**src/rtl/regfile_pkg.sv**
```systemverilog
// Shared types and defaults for the multi-port register file.
package regfile_pkg;

  // Clear-engine states: idle, sweeping one register per cycle, one-cycle done.
  typedef enum logic [1:0] {
    IDLE,
    CLEAR,
    DONE
  } clr_state_t;

  // Default geometry matching the datapath's original 16x16 register file.
  localparam int DEF_DATA_W = 16;
  localparam int DEF_ADDR_W = 4;

endpackage

```
**src/rtl/regfile_clr_fsm.sv**
```systemverilog
// Clear sequencer: sweeps every register to zero, one per cycle, and gates
// normal writes while the sweep (or its done cycle) is in progress.
module regfile_clr_fsm
  import regfile_pkg::*;
#(
  parameter int ADDR_W  = DEF_ADDR_W,
  parameter int ZERO_R0 = 0
) (
  input  logic              clk,
  input  logic              rst,
  input  logic              clr_req,
  input  logic              we,
  input  logic [ADDR_W-1:0] wr_addr,
  output logic              clr_busy,
  output logic              clr_done,
  output logic              wr_drop,
  output logic              wr_ok,
  output logic              clr_we,
  output logic [ADDR_W-1:0] clr_addr
);

  // Address of the final register; the sweep exits on this compare, not on wrap.
  localparam logic [ADDR_W-1:0] LAST = '1;

  clr_state_t        state;
  logic [ADDR_W-1:0] cnt;

  // Sequencer state, sweep counter and registered handshake outputs.
  always_ff @(posedge clk or posedge rst) begin
    // NOTE: every flop here is updated with <= so all of them sample the
    // pre-edge values of each other; blocking = would make order matter.
    if (rst) begin
      state    <= IDLE;
      cnt      <= '0;
      clr_busy <= 1'b0;
      clr_done <= 1'b0;
      wr_drop  <= 1'b0;
    end else begin
      wr_drop <= we && (state != IDLE);
      case (state)
        IDLE: begin
          if (clr_req) begin
            state    <= CLEAR;
            cnt      <= '0;
            clr_busy <= 1'b1;
          end
        end
        CLEAR: begin
          if (cnt == LAST) begin
            state    <= DONE;
            cnt      <= '0;
            clr_busy <= 1'b0;
            clr_done <= 1'b1;
          end else begin
            cnt <= cnt + 1'b1;
          end
        end
        DONE: begin
          state    <= IDLE;
          clr_done <= 1'b0;
        end
        default: begin
          state    <= IDLE;
          cnt      <= '0;
          clr_busy <= 1'b0;
          clr_done <= 1'b0;
        end
      endcase
    end
  end

  // A write lands only from IDLE and never into a hard-wired zero register.
  assign wr_ok    = we && (state == IDLE) && !((ZERO_R0 != 0) && (wr_addr == '0));
  assign clr_we   = (state == CLEAR);
  assign clr_addr = cnt;

endmodule

```
**src/rtl/regfile_mp.sv**
```systemverilog
// Parametrised register file with N_RD read ports, optional registered reads,
// write-to-read bypass, optional zero register and a sequenced clear engine.
module regfile_mp
  import regfile_pkg::*;
#(
  parameter int DATA_W  = DEF_DATA_W,
  parameter int ADDR_W  = DEF_ADDR_W,
  parameter int N_RD    = 2,
  parameter int RD_REG  = 0,
  parameter int BYPASS  = 1,
  parameter int ZERO_R0 = 0
) (
  input  logic                     clk,
  input  logic                     rst,
  input  logic                     we,
  input  logic [ADDR_W-1:0]        wr_addr,
  input  logic [DATA_W-1:0]        wr_data,
  input  logic [N_RD*ADDR_W-1:0]   rd_addr,
  output logic [N_RD*DATA_W-1:0]   rd_data,
  input  logic                     clr_req,
  output logic                     clr_busy,
  output logic                     clr_done,
  output logic                     wr_drop
);

  localparam int DEPTH = 2 ** ADDR_W;

  logic [DATA_W-1:0] mem [DEPTH];
  logic              wr_ok;
  logic              clr_we;
  logic [ADDR_W-1:0] clr_addr;

  regfile_clr_fsm #(
    .ADDR_W (ADDR_W),
    .ZERO_R0(ZERO_R0)
  ) u_clr_fsm (
    .clk     (clk),
    .rst     (rst),
    .clr_req (clr_req),
    .we      (we),
    .wr_addr (wr_addr),
    .clr_busy(clr_busy),
    .clr_done(clr_done),
    .wr_drop (wr_drop),
    .wr_ok   (wr_ok),
    .clr_we  (clr_we),
    .clr_addr(clr_addr)
  );

  // Storage array: cleared by reset, swept by the clear engine, written from IDLE.
  always_ff @(posedge clk or posedge rst) begin
    // NOTE: the array needs a reset value, so it is built from flops rather
    // than a RAM macro; a RAM could not clear all entries asynchronously.
    if (rst) begin
      for (int i = 0; i < DEPTH; i++) mem[i] <= '0;
    end else begin
      if (clr_we) mem[clr_addr] <= '0;
      if (wr_ok)  mem[wr_addr]  <= wr_data;
    end
  end

  for (genvar g = 0; g < N_RD; g++) begin : g_rd
    logic [ADDR_W-1:0] addr;
    logic [DATA_W-1:0] cur;

    assign addr = rd_addr[g*ADDR_W +: ADDR_W];

    // Current read value: array content, overridden by a same-cycle write and
    // finally by the hard-wired zero register.
    always_comb begin
      // NOTE: cur gets a default before any conditional override so no path
      // leaves it unassigned, which would otherwise infer a latch.
      cur = mem[addr];
      if ((BYPASS != 0) && wr_ok && (wr_addr == addr)) cur = wr_data;
      if ((ZERO_R0 != 0) && (addr == '0))              cur = '0;
    end

    if (RD_REG != 0) begin : g_reg
      logic [DATA_W-1:0] nxt;
      logic [DATA_W-1:0] rd_q;

      // With bypass, the captured value is the post-edge content, which also
      // reflects a register being swept to zero on this edge.
      always_comb begin
        nxt = cur;
        if ((BYPASS != 0) && clr_we && (clr_addr == addr)) nxt = '0;
      end

      // Registered read port with one cycle of latency.
      always_ff @(posedge clk or posedge rst) begin
        if (rst) rd_q <= '0;
        else     rd_q <= nxt;
      end

      assign rd_data[g*DATA_W +: DATA_W] = rd_q;
    end else begin : g_comb
      assign rd_data[g*DATA_W +: DATA_W] = cur;
    end
  end

endmodule

```
**config.mk**
```make
export PLATFORM = sky130hd
export DESIGN_NAME = regfile_mp
export DESIGN_NICKNAME = d
export VERILOG_FILES = /design/src/rtl/regfile_pkg.sv /design/src/rtl/regfile_clr_fsm.sv /design/src/rtl/regfile_mp.sv
export SDC_FILE = /design/constraint.sdc
export NUM_CORES = 1
export LEC_CHECK = 0
export BUFFER_PORTS_ARGS = -buffer_cell sky130_fd_sc_hd__buf_2
export CORE_MARGIN = 3
export CORE_UTILIZATION = 62
export DETAILED_ROUTE_END_ITERATION = 16
export GPL_ROUTABILITY_DRIVEN = 0
export PLACE_DENSITY = 0.88
export RECOVER_POWER = 50
export SYNTH_ARGS = -nofsm -noshare
export SYNTH_HDL_FRONTEND = slang
export SYNTH_HIERARCHICAL = 1
export SYNTH_SLANG_ARGS = --single-unit
```
**constraint.sdc**
```tcl
create_clock -name clk -period 22 [get_ports clk]
set_input_delay 1.1 -clock clk [delete_from_list [all_inputs] [get_ports clk]]
set_output_delay 1.1 -clock clk [all_outputs]
set_load 0.1 [all_outputs]
```
======== Word-level counts from Yosys, hierarchy flattened ========
Cells that the tools add are included.
Widths: inputs -> output; s select.
word-level totals
  input bits .............................. 32
  logic and storage cells ................. 81
  register bits after elaboration ......... 265
cells by class
  equal/unequal tests ..................... 7
  bitwise logic cells ..................... 8
  add/sub/neg operators ................... 1
  reductions and logical operators ........ 12
  $lt $le $gt $ge ......................... 6
  mux-type cells .......................... 26
operators by type and width
  operator             count
  $mux 256             2
  $and 256x256->256    1
  $bwmux 256           1
  $not 256->256        1
  $bmux 16 s4          2
  $demux 16 s4         2
  $mux 16              8
  $ge 5x5->1 const B   4
  $not 4->5            4
  $pmux 4 s3           1
  $lt 5x1->1 const B   2
  $eq 4x4->1           2
  $mux 4               2
  $logic_and 1x1->1    6
  $reduce_and 2->1     3
  $add 4x1->4 const B  1
  $eq 4x4->1 const B   1
  $mux 2               2
  $pmux 2 s2           1
  $mux 1               3
  $pmux 1 s3           1
  $reduce_and 3->1     1
  $eq 2x1->1 const B   1
  $eq 2x2->1 const B   1
  6 further kinds      7

======== Longest topological paths before layout ========
  word-level depth ........................ 10
  gate-level depth with buffers ........... 8
  depth with buffers taken out ............ 6

======== Hierarchy ========
The synthesis kept the hierarchy.
by module, submodules not included
  module           seq. area each (sq um)  cells each  instances  area each (sq um)
  regfile_mp       6406.1                  941         1          13857.0
  regfile_clr_fsm  225.2                   37          1          440.4

======== Worst setup path before layout ========
OpenSTA, ideal clock, no wires.
  kind .................................... in2out
  start ................................... input we
  end ..................................... output rd_data[0]
  data required time ...................... 20.900 ns
  path buffers ............................ 1
  setup slack ............................. 18.131 ns
  stages on the path ...................... 5
  data arrival time ....................... 2.769 ns
  cells stage by stage .................... nor3b_1 -> nand2_1 -> nor4_4 -> buf_4 -> mux2_2
on the way
  cells in the longest elaborated chain, start to end .. 3
ends and longest elaborated chain
  item               RTL line               text
  from (decl)        regfile_mp.sv:15       input logic we,
  $logic_and 1x1->1  regfile_clr_fsm.sv:73  assign wr_ok = we && (state == IDLE) && !((ZERO_R0 != 0) && (wr_addr == '0));
  $logic_and 1x1->1  regfile_mp.sv:74       if ((BYPASS != 0) && wr_ok && (wr_addr == addr)) cur = wr_data;
  $mux 16            regfile_mp.sv:74
  to (decl)          regfile_mp.sv:19       output logic [N_RD*DATA_W-1:0] rd_data,
Every way passes these cells.

==> results.json <==
{
  "postSynth.asyncResetShare": 1.00,
  "drt_wl_total_mm": 40.3,
  "area_growth_pct": 8.80,
  "dieWidth_um": 158,
  "io_pins": 67,
  "cts_resized": 0,
  "drcViolationCount": 0,
  "num_vias": 10100,
  "clock_path_buffers": 3,
  "drt_first_pass_iters": 6,
  "clock-root-buffer": "clkbuf_16",
  "h-tree-depth": 1,
  "power_mw": 1.75,
  "cts_tree": "done",
  "synth_edf_count": 0,
  "die_area_sq_um": 24900,
  "layout.nets": 1013,
  "setup_tns_ps": 0,
  "yosysWarnings": 6,
  "seq_area_frac_synth": 0.464,
  "postCtsSetupBuffers": 0,
  "synth-main-ff-cell": "dfrtp_1",
  "hpwl_mm": 23.8,
  "powerDensity_nw_per_um2": 112,
  "period_needed_ps": 7190,
  "start_util": 0.643,
  "p_leak_nw": 7.12,
  "tightestPinTransition_ps": 5250,
  "cp-start-kind": "input pin",
  "cp_max_fo": 120,
  "wire_per_inst_um": 31.5,
  "clk_latency_ps": 550,
  "fin_ws_ps": 14810,
  "peakVddDrop_uv": 73.5,
  "initialDrtViolationCount": 1623,
  "io_buffers": 66,
  "synth_cell_types": 45,
  "crit-reg2reg-launch": "u_clr_fsm/state[0]$_DFFE_PP0P_",
  "final_util": 0.700,
  "core_area_sq_um": 22200,
  "clock_skew_ps": 10.3,
  "antenna_found_initial": 0,
  "numCtsBuffers": 28,
  "final_cell_mix": "265 x dfrtp_1, 256 x a22o_1, 128 x mux4_2",
  "drive_gt1_frac": 0.314,
  "finalHoldViolCount": 0,
  "fmax_mhz": 139,
  "fin_crit_sh": 0.327,
  "row_count": 54,
  "grt_overflow": 0,
  "violations": "max-capacitance violations, max-slew violations",
  "ys_ff_latch": 265,
  "relSlewSlack": -2.52,
  "syn-num-nets": 1011,
  "hold_path_end": "u_clr_fsm/clr_busy$_DFFE_PP0P_",
  "cts.sinks": 265,
  "drv_cap": 3,
  "endpoint_kind": "async pin",
  "multiInputGateArea_sq_um": 7100,
  "seqCellArea_sq_um": 6630,
  "avgViaCountPerCell": 7.90,
  "rsz0062_at_grt": "no",
  "grt_pass1_wl_mm": 63.1,
  "worstPathRequired_ps": 21800,
  "grt_pass1_vias": 10700,
  "dpl_worst_slack_ps": 16540,
  "min_from": "u_clr_fsm/clr_busy$_DFFE_PP0P_",
  "grt_usage": 0.334,
  "syn_inst": 978,
  "ant_nets": 0,
  "rr_endpoint": "mem[191]$_DFF_PP0_",
  "syn_avg_cell_area_sq_um": 14.6,
  "arrival_ps": 7000,
  "hold_path.class": "reg -> reg",
  "hold_path_depth": 1,
  "mostFrequentLayoutCell": "dfrtp_1",
  "cts_hold_buf": 0,
  "antennaDiodeCount": 0,
  "fillers": 1434,
  "report.final.slew_viol_count": 261,
  "syn-cell-area_sq_um": 14300,
  "reg2reg_slack_ps": 18270,
  "outcome": "finished with violations",
  "finalSetupViolations": 0,
  "reg2reg_depth": 7,
  "critPathKind": "in -> async",
  "grt_max_degree": 121,
  "die-height_um": 158,
  "clk_pin_slew_ps": 60
}
==> how the worst max path moves through the flow <==
stage / start / end / slack (ps)
after global placement: rd_addr[0] / rd_data[15] / 16580
after floorplan: rst / mem[0]$_DFF_PP0_ / 13860
after detailed placement: rd_addr[0] / rd_data[15] / 16540
final: rst / mem[64]$_DFF_PP0_ / 14810
after CTS: rd_addr[0] / rd_data[15] / 16530
after global routing: rst / mem[215]$_DFF_PP0_ / 13630
==> per-stage QoR <==
stage	instances	hold WS, ps	area [sq um]
global placement	1230	479	14600
floorplan	978	477	14300
detailed placement	1230	473	14600
global route	1280	537	15600
finish	1280	495	15600
CTS	1280	488	15600
==> critical path: stages <==
cell and delay [ps]:
clkbuf_1 90, clkinvlp_2 2900, clkbuf_1 2750
==> logic make-up (layout without fill, tap and decap cells) <==
logic type	count (synthesis)	in the layout	share of synthesized area
AOI/OAI and AO/OA	282	282	0.171
xor gates and xnor gates	9	9	0.00551
adders and majority gates	1	1	0.000875
buffers and inverters	120	142	0.0404
DFF	265	265	0.464
muxes	256	256	0.294
and+or+nand+nor	45	45	0.0248
==> routing by layer <==
metal | global-route usage | vias up | share of wire
li1 | - | 3961 | -
met1 | 0.458 | 5256 | 0.36
met2 | 0.508 | 747 | 0.47
met3 | 0.0880 | 149 | 0.12
met4 | 0.157 | 0 | 0.050
met5 | 0 | - | 0
==> synthesized netlist by cell type (all sizes together) (2+ instances only) <==
library cell    n  area, sq um
dfrtp         265         6630
a22o          256         2240
mux4          128         2880
mux2i          96          961
buf            75          409
clkbuf         40          150
mux2           32          360
nor2           16          103
a21oi          13         83.8
xor2            7         61.3
inv             5         18.8
a31oi           4         31.3
nand2           4         15.0
nand2b          4         40.0
nor3            4         46.3
and3            3         18.8
nor2b           3         18.8
nor3b           3         27.5
a32o            2         20.0
nand3           2         10.0
nand3b          2         15.0
nor4            2         42.5
xnor2           2         17.5
==> power by group <==
part / internal [mW] / total, mW / leakage, nW / switching [mW]
registers: 0.599 / 0.702 / 3.66 / 0.103
clock network: 0.305 / 0.501 / 0.486 / 0.196
logic: 0.223 / 0.546 / 2.98 / 0.324
total: 1.13 / 1.75 / 7.12 / 0.623
==> layout make-up <==
cell class	instances	share of cell area
inverter	5	0.00129
timing repair buffer	87	0.0306
tap	280	0.0225
clock inverter	7	0.00708
sequential	265	0.426
clock buffer	43	0.0558
multi-input combinational	593	0.456
==> sequential cells by signal, summed over array words and instances, names as in the netlist <==
name,count
mem,256
u_clr_fsm/clr_addr,4
u_clr_fsm/state,2
u_clr_fsm/clr_busy,1
u_clr_fsm/clr_done,1
u_clr_fsm/wr_drop,1
(Power assumes the default switching activity.)
